**src/rtl/dmem_arbiter_rv32i.sv**
```systemverilog
// Two-port round-robin arbiter in front of a single-ported RV32I data memory.
// Serves one transaction at a time through IDLE -> ACCESS -> RESP.
module dmem_arbiter_rv32i #(
    parameter logic [31:0] ADDR_LIMIT = 32'h0000_0400
) (
    input  logic        clock,
    input  logic        reset_n,
    input  logic        a_valid,
    output logic        a_ready,
    input  logic        a_we,
    input  logic [1:0]  a_type,
    input  logic [31:0] a_addr,
    input  logic [31:0] a_wdata,
    input  logic        b_valid,
    output logic        b_ready,
    input  logic        b_we,
    input  logic [1:0]  b_type,
    input  logic [31:0] b_addr,
    input  logic [31:0] b_wdata,
    output logic        a_rsp_valid,
    output logic        b_rsp_valid,
    output logic [31:0] rsp_rdata,
    output logic        rsp_err,
    output logic        mem_store,
    output logic [1:0]  mem_storetype,
    output logic [31:0] mem_addr,
    output logic [31:0] mem_wdata,
    input  logic [31:0] mem_rdata
);

    typedef enum logic [1:0] {
        ST_IDLE   = 2'd0,
        ST_ACCESS = 2'd1,
        ST_RESP   = 2'd2
    } state_t;

    state_t      state_q, state_d;
    logic        ptr_q, ptr_d;
    logic        port_q, port_d;
    logic        we_q, we_d;
    logic [1:0]  type_q, type_d;
    logic [31:0] addr_q, addr_d;
    logic [31:0] wdata_q, wdata_d;
    logic        err_q, err_d;
    logic [31:0] rdata_q, rdata_d;
    logic        acc_err;

    assign acc_err = (type_q == 2'b11)
                  || (addr_q >= ADDR_LIMIT)
                  || ((type_q == 2'b00) && (addr_q[1:0] != 2'b00))
                  || ((type_q == 2'b01) && addr_q[0]);

    assign rsp_rdata = rdata_q;
    assign rsp_err   = err_q;

    always_comb begin
        state_d       = state_q;
        ptr_d         = ptr_q;
        port_d        = port_q;
        we_d          = we_q;
        type_d        = type_q;
        addr_d        = addr_q;
        wdata_d       = wdata_q;
        err_d         = err_q;
        rdata_d       = rdata_q;
        a_ready       = 1'b0;
        b_ready       = 1'b0;
        a_rsp_valid   = 1'b0;
        b_rsp_valid   = 1'b0;
        mem_store     = 1'b0;
        mem_storetype = 2'b00;
        mem_addr      = 32'h0;
        mem_wdata     = 32'h0;
        case (state_q)
            ST_IDLE: begin
                // ptr_q = 1 means B wins a tie
                a_ready = reset_n && a_valid && (!b_valid || !ptr_q);
                b_ready = reset_n && b_valid && (!a_valid || ptr_q);
                if (a_ready || b_ready) begin
                    port_d  = b_ready;
                    ptr_d   = !b_ready;
                    we_d    = b_ready ? b_we    : a_we;
                    type_d  = b_ready ? b_type  : a_type;
                    addr_d  = b_ready ? b_addr  : a_addr;
                    wdata_d = b_ready ? b_wdata : a_wdata;
                    state_d = ST_ACCESS;
                end
            end
            ST_ACCESS: begin
                mem_store     = we_q && !acc_err;
                mem_storetype = type_q;
                mem_addr      = addr_q;
                mem_wdata     = wdata_q;
                err_d         = acc_err;
                rdata_d       = (we_q || acc_err) ? 32'h0 : mem_rdata;
                state_d       = ST_RESP;
            end
            ST_RESP: begin
                a_rsp_valid = !port_q;
                b_rsp_valid = port_q;
                state_d     = ST_IDLE;
            end
            default: state_d = ST_IDLE;
        endcase
    end

    always_ff @(posedge clock) begin
        if (!reset_n) begin
            state_q <= ST_IDLE;
            ptr_q   <= 1'b0;
            port_q  <= 1'b0;
            we_q    <= 1'b0;
            type_q  <= 2'b00;
            addr_q  <= 32'h0;
            wdata_q <= 32'h0;
            err_q   <= 1'b0;
            rdata_q <= 32'h0;
        end else begin
            state_q <= state_d;
            ptr_q   <= ptr_d;
            port_q  <= port_d;
            we_q    <= we_d;
            type_q  <= type_d;
            addr_q  <= addr_d;
            wdata_q <= wdata_d;
            err_q   <= err_d;
            rdata_q <= rdata_d;
        end
    end

endmodule

```
**config.mk**
```make
export PLATFORM = sky130hd
export DESIGN_NAME = dmem_arbiter_rv32i
export DESIGN_NICKNAME = d
export VERILOG_FILES = /design/src/rtl/dmem_arbiter_rv32i.sv
export SDC_FILE = /design/constraint.sdc
export NUM_CORES = 1
export LEC_CHECK = 0
export BUFFER_PORTS_ARGS = -buffer_cell sky130_fd_sc_hd__buf_2
export CAP_MARGIN = 20
export CORE_AREA = 5 5 117 119
export CTS_CLUSTER_SIZE = 24
export DETAILED_ROUTE_END_ITERATION = 16
export DIE_AREA = 0 0 122 124
export HOLD_SLACK_MARGIN = 0.05
export PLACE_DENSITY_LB_ADDON = 0.2
export REMOVE_ABC_BUFFERS = 1
export SLEW_MARGIN = 20
export SYNTH_ARGS = -nofsm -noshare
export SYNTH_HDL_FRONTEND = slang
export SYNTH_SLANG_ARGS = --single-unit
```
**constraint.sdc**
```tcl
create_clock -name clock -period 1.3 [get_ports clock]
set_input_delay 0.13 -clock clock [delete_from_list [all_inputs] [get_ports clock]]
set_output_delay 0.13 -clock clock [all_outputs]
set_load 0.03 [all_outputs]
```
==> run_results.csv, run 1 <==
group,metric,value,unit
run_status,status,"complete, but fails checks",
run_status,violations,"negative setup slack",
pwr,irDropWorstVdd,0.588,mV
layout,fin_cells,1142,
cts,numCtsBuffers,9,
layout,finalNetCount,1135,
timing,fmax,520,MHz
timing,fin_crit_sh,1.48,
synth,synth.area.top_cells,"dfxtp_1 (42%), nand2_1 (10%), a22oi_1 (9.5%)",
worst_setup_path,path_delay_family,"simple AND/OR/NAND/NOR gates",
worst_setup_path,critPathMaxFanout,2,
floorplan,start_util,0.399,
routing,routed_wl,24.8,mm
layout,seqCellArea,2100,um2
worst_setup_path,critPathSlowestCell,"dfxtp_2",
cts,htreeDepth,3,
worst_setup_path,reg2reg_slack,-0.51,ns
cts,root_buffer,"clkbuf_16",
timing,worst_slack,-0.622,ns
synth,yosysMostFrequentCell,"nand2_1",
timing,rsz0062_at_grt,"yes",
floorplan,rows,41,
synth,synthArstFlopShare,0,
synth,ys_dominant_reg_cell,"dfxtp_1",
worst_setup_path,worst_setup_path_end_kind,"output port",
worst_setup_path,cp-start-kind,"flip-flop",
timing,fin_worst_hold_slack,0.0509,ns
floorplan,die_x,122,um
cts,clk_pin_slew,0.07,ns
layout,nFillCells,773,
layout,multiInputGateArea,3340,um2
flow_run,cap_violations,0,
synth,synth-seq-cells,104,
worst_hold_path,min_path_type,"input port to flip-flop",
place,dp.cells,1045,
floorplan,core,12500,um2
routing,drtIter0Drc,416,
floorplan,die_area,15100,um2
timing,min_period,1.92,ns
layout,post-route-cell-area,9720,um2
layout,area_growth,95.5,%
floorplan,die_h,124,um
grt,first_global_vias,6800,
timing,hold_violations,0,
worst_setup_path,arrival,1.79,ns
cts,clk_path_buf_depth,2,
synth,synth_edf_count,0,
pwr,power_density,933,nW/um2
worst_setup_path,required,1.17,ns
layout,antenna_cells,0,
timing,worstMarginPinSlew,0.554,ns
worst_setup_path,cp.depth,5,
timing,drv_slew,0,
cts,clk_latency,0.36,ns
place,globalplace.congestion,0.805,
cts,cts.sinks,104,
routing,ant_nets,0,
layout,drive_gt1_frac,0.635,
worst_hold_path,hold-path-cell-count,3,
grt,grt_max_degree,56,
cts,cts_tree,"built",
worst_hold_path,hp-start,"a_wdata[3]",
synth,yosysUniqueCellTypes,37,
synth,synth_cells,592,
worst_setup_path,crit_buf_inv,1,
timing,finClkSkew,0.0115,ns
synth,yosys_warnings,0,
routing,drc_errors,0,
routing,avgViaCountPerCell,5.52,
timing,finalSetupTns,-72.68,ns
place,dpl_cell_area,6860,um2
routing,wire_per_inst,21.7,um
worst_setup_path,rr_worst_depth,9,
worst_setup_path,crit-reg2reg-launch,"state_q[1]$_SDFFE_PN0P_",
synth,synthTopCellsByCount,"nand2_1 (132), dfxtp_1 (104), and2_1 (67)",
grt,antenna_found_initial,0,
pwr,leakage,4.27,nW
floorplan,io_pins,274,
synth,syn_area,4970,um2
worst_setup_path,max_stage_delay,0.34,ns
synth,avgSynthCellArea,8.39,um2
grt,globalRouteOverflowTotal,0,
worst_setup_path,crit_chain,"nor4_2 > and4_4 > nand2_4 > nor4b_4 > buf_6",
worst_setup_path,timing.rr.end,"wdata_q[26]$_SDFFE_PN0P_",
grt,track_usage,0.307,
worst_hold_path,hold_end,"wdata_q[3]$_SDFFE_PN0P_",
routing,vias,6299,
worst_setup_path,startpoint,"addr_q[30]$_SDFFE_PN0P_",
place,dp_hpwl,12.3,mm
timing,setup_viol,175,
timing,relSlewSlack,0.631,
worst_setup_path,crit_type,"flip-flop to output port",
synth,yosys.area.top_type_share,0.419,
synth,yosysSeqAreaShare,0.419,
synth,yosysTopAreaCell,"dfxtp_1",
routing,first_pass_iters,5,
place,portBuffers,273,
grt,grt_first_pass_wirelength,35.6,mm
==> how the worst max path moves through the flow <==
stage                            to  slack [ns]
after floorplan           mem_store       -1.26
after global placement    mem_store       -0.53
after detailed placement  mem_store       -0.53
after CTS                 mem_store       -0.60
after global routing      mem_store       -0.68
final                     mem_store       -0.62
==> per-stage QoR <==
step	util	total power [mW]	setup slack, ns
4_1_cts	0.761	8.86	-0.599
5_1_grt	0.779	9.35	-0.678
6_report	0.779	9.06	-0.622
3_3_place_gp	0.551	5.11	-0.534
2_1_floorplan	-	4.26	-1.26
3_5_place_dp	0.551	5.15	-0.532
==> placed cells by master, fill, tap and decap left out, drive strengths merged, types with 2 or more instances in the layout <==
cell type	n
nor4b	3
o21ai	39
a21boi	63
dlygate4sd3	16
nor2b	2
dfxtp	104
buf	398
nand2	132
and2	67
nor3b	2
clkinv	6
o21bai	2
a21oi	4
and3	3
clkbuf	13
mux2i	4
a22oi	63
nor4	6
or4	32
==> kinds of logic (layout without fill, tap and decap cells) <==
kind of cell / Yosys count / in the layout / share of synthesized area
AND/OR/NAND/NOR: 254 / 254 / 0.266
AO/OA/AOI/OAI: 174 / 174 / 0.244
flip-flops: 104 / 104 / 0.419
buffers and inverters: 56 / 434 / 0.0635
multiplexers: 4 / 4 / 0.00806
==> per-layer routing <==
metal	GRT usage	vias to the layer above	wire length, um
li1	-	2844	-
met1	0.316	2962	8520
met2	0.557	386	12800
met3	0.0718	107	2060
met4	0.198	0	1460
met5	0	-	0
==> tightest hold or removal path: cells and delay by family <==
kind            cells  cell delay [ns]
buf+inv             1             0.08
compound gates      2             0.16
==> state kept, by name, indices dropped and copies added, names as in the netlist <==
signal,count
we_q,1
addr_q,32
port_q,1
ptr_q,1
wdata_q,32
state_q,2
type_q,2
rsp_rdata,32
rsp_err,1
==> where the power goes <==
group	internal [mW]	switching (mW)
Sequential	3.37	0.142
Combinational	1.45	1.30
Clock	1.54	1.26
==> area by class of cell <==
class                   instances  share of cell area
multi-input cells             432               0.344
inverters                       1            0.000901
repair buffers                417               0.387
clock buffers                  10              0.0246
well taps                     172              0.0222
clock inverters                 6             0.00605
flip-flops and latches        104               0.216
==> timing repair <==
item | 4_1_cts | 5_1_grt
pin swaps | 148 | 143
buffers inserted | 47 | 11
cloned | 23 | 3
hold buffers | 16 | 0
endpoints found under the setup margin | 173 | 174
endpoints found under the hold margin | 16 | 0
gates resized for setup | 352 | 124
(Power assumes the default switching activity.)
==> inputs of run 2 (changes only) <==
--- a/config.mk
+++ b/config.mk
@@ -7,12 +7,12 @@
 export LEC_CHECK = 0
 export BUFFER_PORTS_ARGS = -buffer_cell sky130_fd_sc_hd__buf_2
 export CAP_MARGIN = 20
-export CORE_AREA = 5 5 117 119
+export CORE_AREA = 5 5 112 114
 export CTS_CLUSTER_SIZE = 24
 export DETAILED_ROUTE_END_ITERATION = 16
-export DIE_AREA = 0 0 122 124
+export DIE_AREA = 0 0 117 119
 export HOLD_SLACK_MARGIN = 0.05
-export PLACE_DENSITY_LB_ADDON = 0.2
+export PLACE_DENSITY = 0.77
 export REMOVE_ABC_BUFFERS = 1
 export SLEW_MARGIN = 20
 export SYNTH_ARGS = -nofsm -noshare
==> constraint.sdc (replaced) <==
create_clock -name clock -period 2.1 [get_ports clock]
set_input_delay 0.21 -clock clock [delete_from_list [all_inputs] [get_ports clock]]
set_output_delay 0.21 -clock clock [all_outputs]
set_load 0.03 [all_outputs]
==> run 2 against run 1 <==
The flow now finishes without violations. First-iteration DRC count increased by 18%. Worst setup slack improved by 0.72 ns. Total power decreased by 45%. Wire length decreased by 37%. Largest power group unchanged.
==> run_results.csv, run 2 (synthesis results as in run 1) <==
group,metric,value,unit
routing,top_layer_used,"met4",
layout,antenna_cells,0,
pwr,power,4.98,mW
pwr,power.share.clock,0.392,
grt,track_usage,0.216,
worst_setup_path,arrival,1.79,ns
cts,clk_pin_slew,0.07,ns
cts,clk_path_buf_depth,2,
timing,rsz0062_at_grt,"no",
floorplan,die_h,119,um
layout,drive_gt1_frac,0.385,
routing,wl_met2,7.85,mm
run_status,status,"finished clean",
routing,ant_nets,0,
floorplan,io_pins,274,
routing,first_pass_iters,4,
timing,hold_violations,0,
routing,routed_wl,15.7,mm
layout,mostFrequentLayoutCell,"buf_2",
timing,fin_worst_hold_slack,0.145,ns
worst_setup_path,crit_type,"flip-flop to output port",
layout,nFillCells,1077,
pwr,sequentialPowerShare,0.433,
floorplan,die_area,13900,um2
pwr,leakage,3.18,nW
grt,grt_first_pass_wirelength,24.1,mm
layout,seqCellArea,2080,um2
cts,cts_tree,"built",
timing,finClkSkew,0.00567,ns
cts,clk_latency,0.34,ns
timing,min_period,2.00,ns
pwr,p_sw,1.29,mW
floorplan,core,11300,um2
layout,layout_common_cells,"buf_2 (272), nand2_1 (132), dfxtp_1 (103), and2_1 (67), a22oi_1 (63)",
worst_setup_path,cp-start-kind,"flip-flop",
timing,setup_viol,0,
worst_setup_path,worst_setup_path_end_kind,"output port",
floorplan,start_util,0.439,
layout,multiInputGateArea,2640,um2
routing,wire_per_inst,15.9,um
floorplan,die_x,117,um
timing,relSlewSlack,0.566,
place,dp_hpwl,11.8,mm
worst_hold_path,min_path_type,"input port to flip-flop",
pwr,power_density,731,nW/um2
layout,area_growth,37.2,%
timing,fin_crit_sh,0.953,
pwr,combPwrFrac,0.176,
pwr,internal_power,3.69,mW
pwr,power_switching_share,0.260,
place,globalplace.congestion,0.762,
flow_run,cap_violations,0,
timing,drv_slew,0,
grt,globalRouteOverflowTotal,0,
routing,drt-met1-wl,6.32,mm
cts,numCtsBuffers,9,
worst_setup_path,critPathMaxFanout,3,
pwr,irDropWorstVdd,0.469,mV
grt,antenna_found_initial,0,
routing,vias,5088,
cts,htreeDepth,3,
worst_setup_path,required,1.89,ns
grt,first_global_vias,4846,
cts,root_buffer,"clkbuf_16",
routing,drc_errors,0,
layout,finalNetCount,1009,
routing,avgViaCountPerCell,5.16,
routing,drtIter0Drc,490,
routing,wl_met3,1.25,mm
place,portBuffers,273,
cts,cts.sinks,104,
timing,fmax,500,MHz
grt,grt_max_degree,63,
timing,worstMarginPinSlew,0.651,ns
floorplan,rows,39,
==> run 2: cell types whose count changed in the layout (fill, tap and decap cells not counted), sizes merged <==
cell | previous run | this run
buf | 398 | 291
bufinv | 1 | 3
clkbuf | 13 | 11
clkinv | 6 | 2
clkinvlp | 0 | 1
dlygate4sd3 | 16 | 0
==> run 2: cell type report <==
cell class | count | share of cell area
clock buffers | 11 | 0.0371
clock inverters | 5 | 0.0150
inverters | 1 | 0.000550
multi-input cells | 432 | 0.388
flip-flops and latches | 104 | 0.306
well taps | 143 | 0.0262
repair buffers | 291 | 0.228
==> run 2: per-layer routing <==
metal,vias to the layer above,GRT usage
li1,2573,-
met1,2293,0.257
met2,200,0.382
met3,22,0.0441
met4,0,0.0695
met5,-,0
==> run 2: worst paths after layout <==
check	depth (start not counted)	start	slack, ns	to
max reg2reg	6	addr_q[10]$_SDFFE_PN0P_	0.37	rsp_rdata[3]$_SDFFE_PN0N_
min	3	a_wdata[26]	0.15	wdata_q[26]$_SDFFE_PN0P_
min reg2reg	2	rsp_rdata[9]$_SDFFE_PN0N_	0.44	rsp_rdata[9]$_SDFFE_PN0N_
max	5	addr_q[21]$_SDFFE_PN0P_	0.1	mem_store
==> run 2: worst max-delay path: stages (launching register included) <==
cell and delay (ns):
dfxtp_1 0.33, nor4_1 0.36, o211a_1 0.22, nand2_1 0.08, nor4b_2 0.24, buf_4 0.21
==> run 2: power by group through the flow <==
stage / Clock (mW) / Sequential (mW) / Combinational [mW]
6_report: 1.95 / 2.16 / 0.875
5_1_grt: 2.08 / 2.17 / 0.968
4_1_cts: 1.99 / 2.15 / 0.874
3_5_place_dp: 0 / 2.19 / 0.866
3_3_place_gp: 0 / 2.19 / 0.858
2_1_floorplan: 0 / 2.21 / 0.429
==> run 2: metrics by stage <==
step	instance area, um2	util	setup TNS, ns	worst slack, ns	cells
finish	6820	0.602	0	0.0997	987
global route	6820	0.602	0	0.00316	987
CTS	6770	0.598	0	0.00843	986
detailed placement	6390	0.565	0	0.270	970
global placement	6390	0.565	0	0.317	970
floorplan	4660	-	-34.05	-0.539	537
==> run 2: timing repair <==
action,CTS,global route
gates resized for setup,5,8
setup buffers,0,1
hold buffers,0,0
endpoints found under the setup margin,2,2
pin swaps,1,4
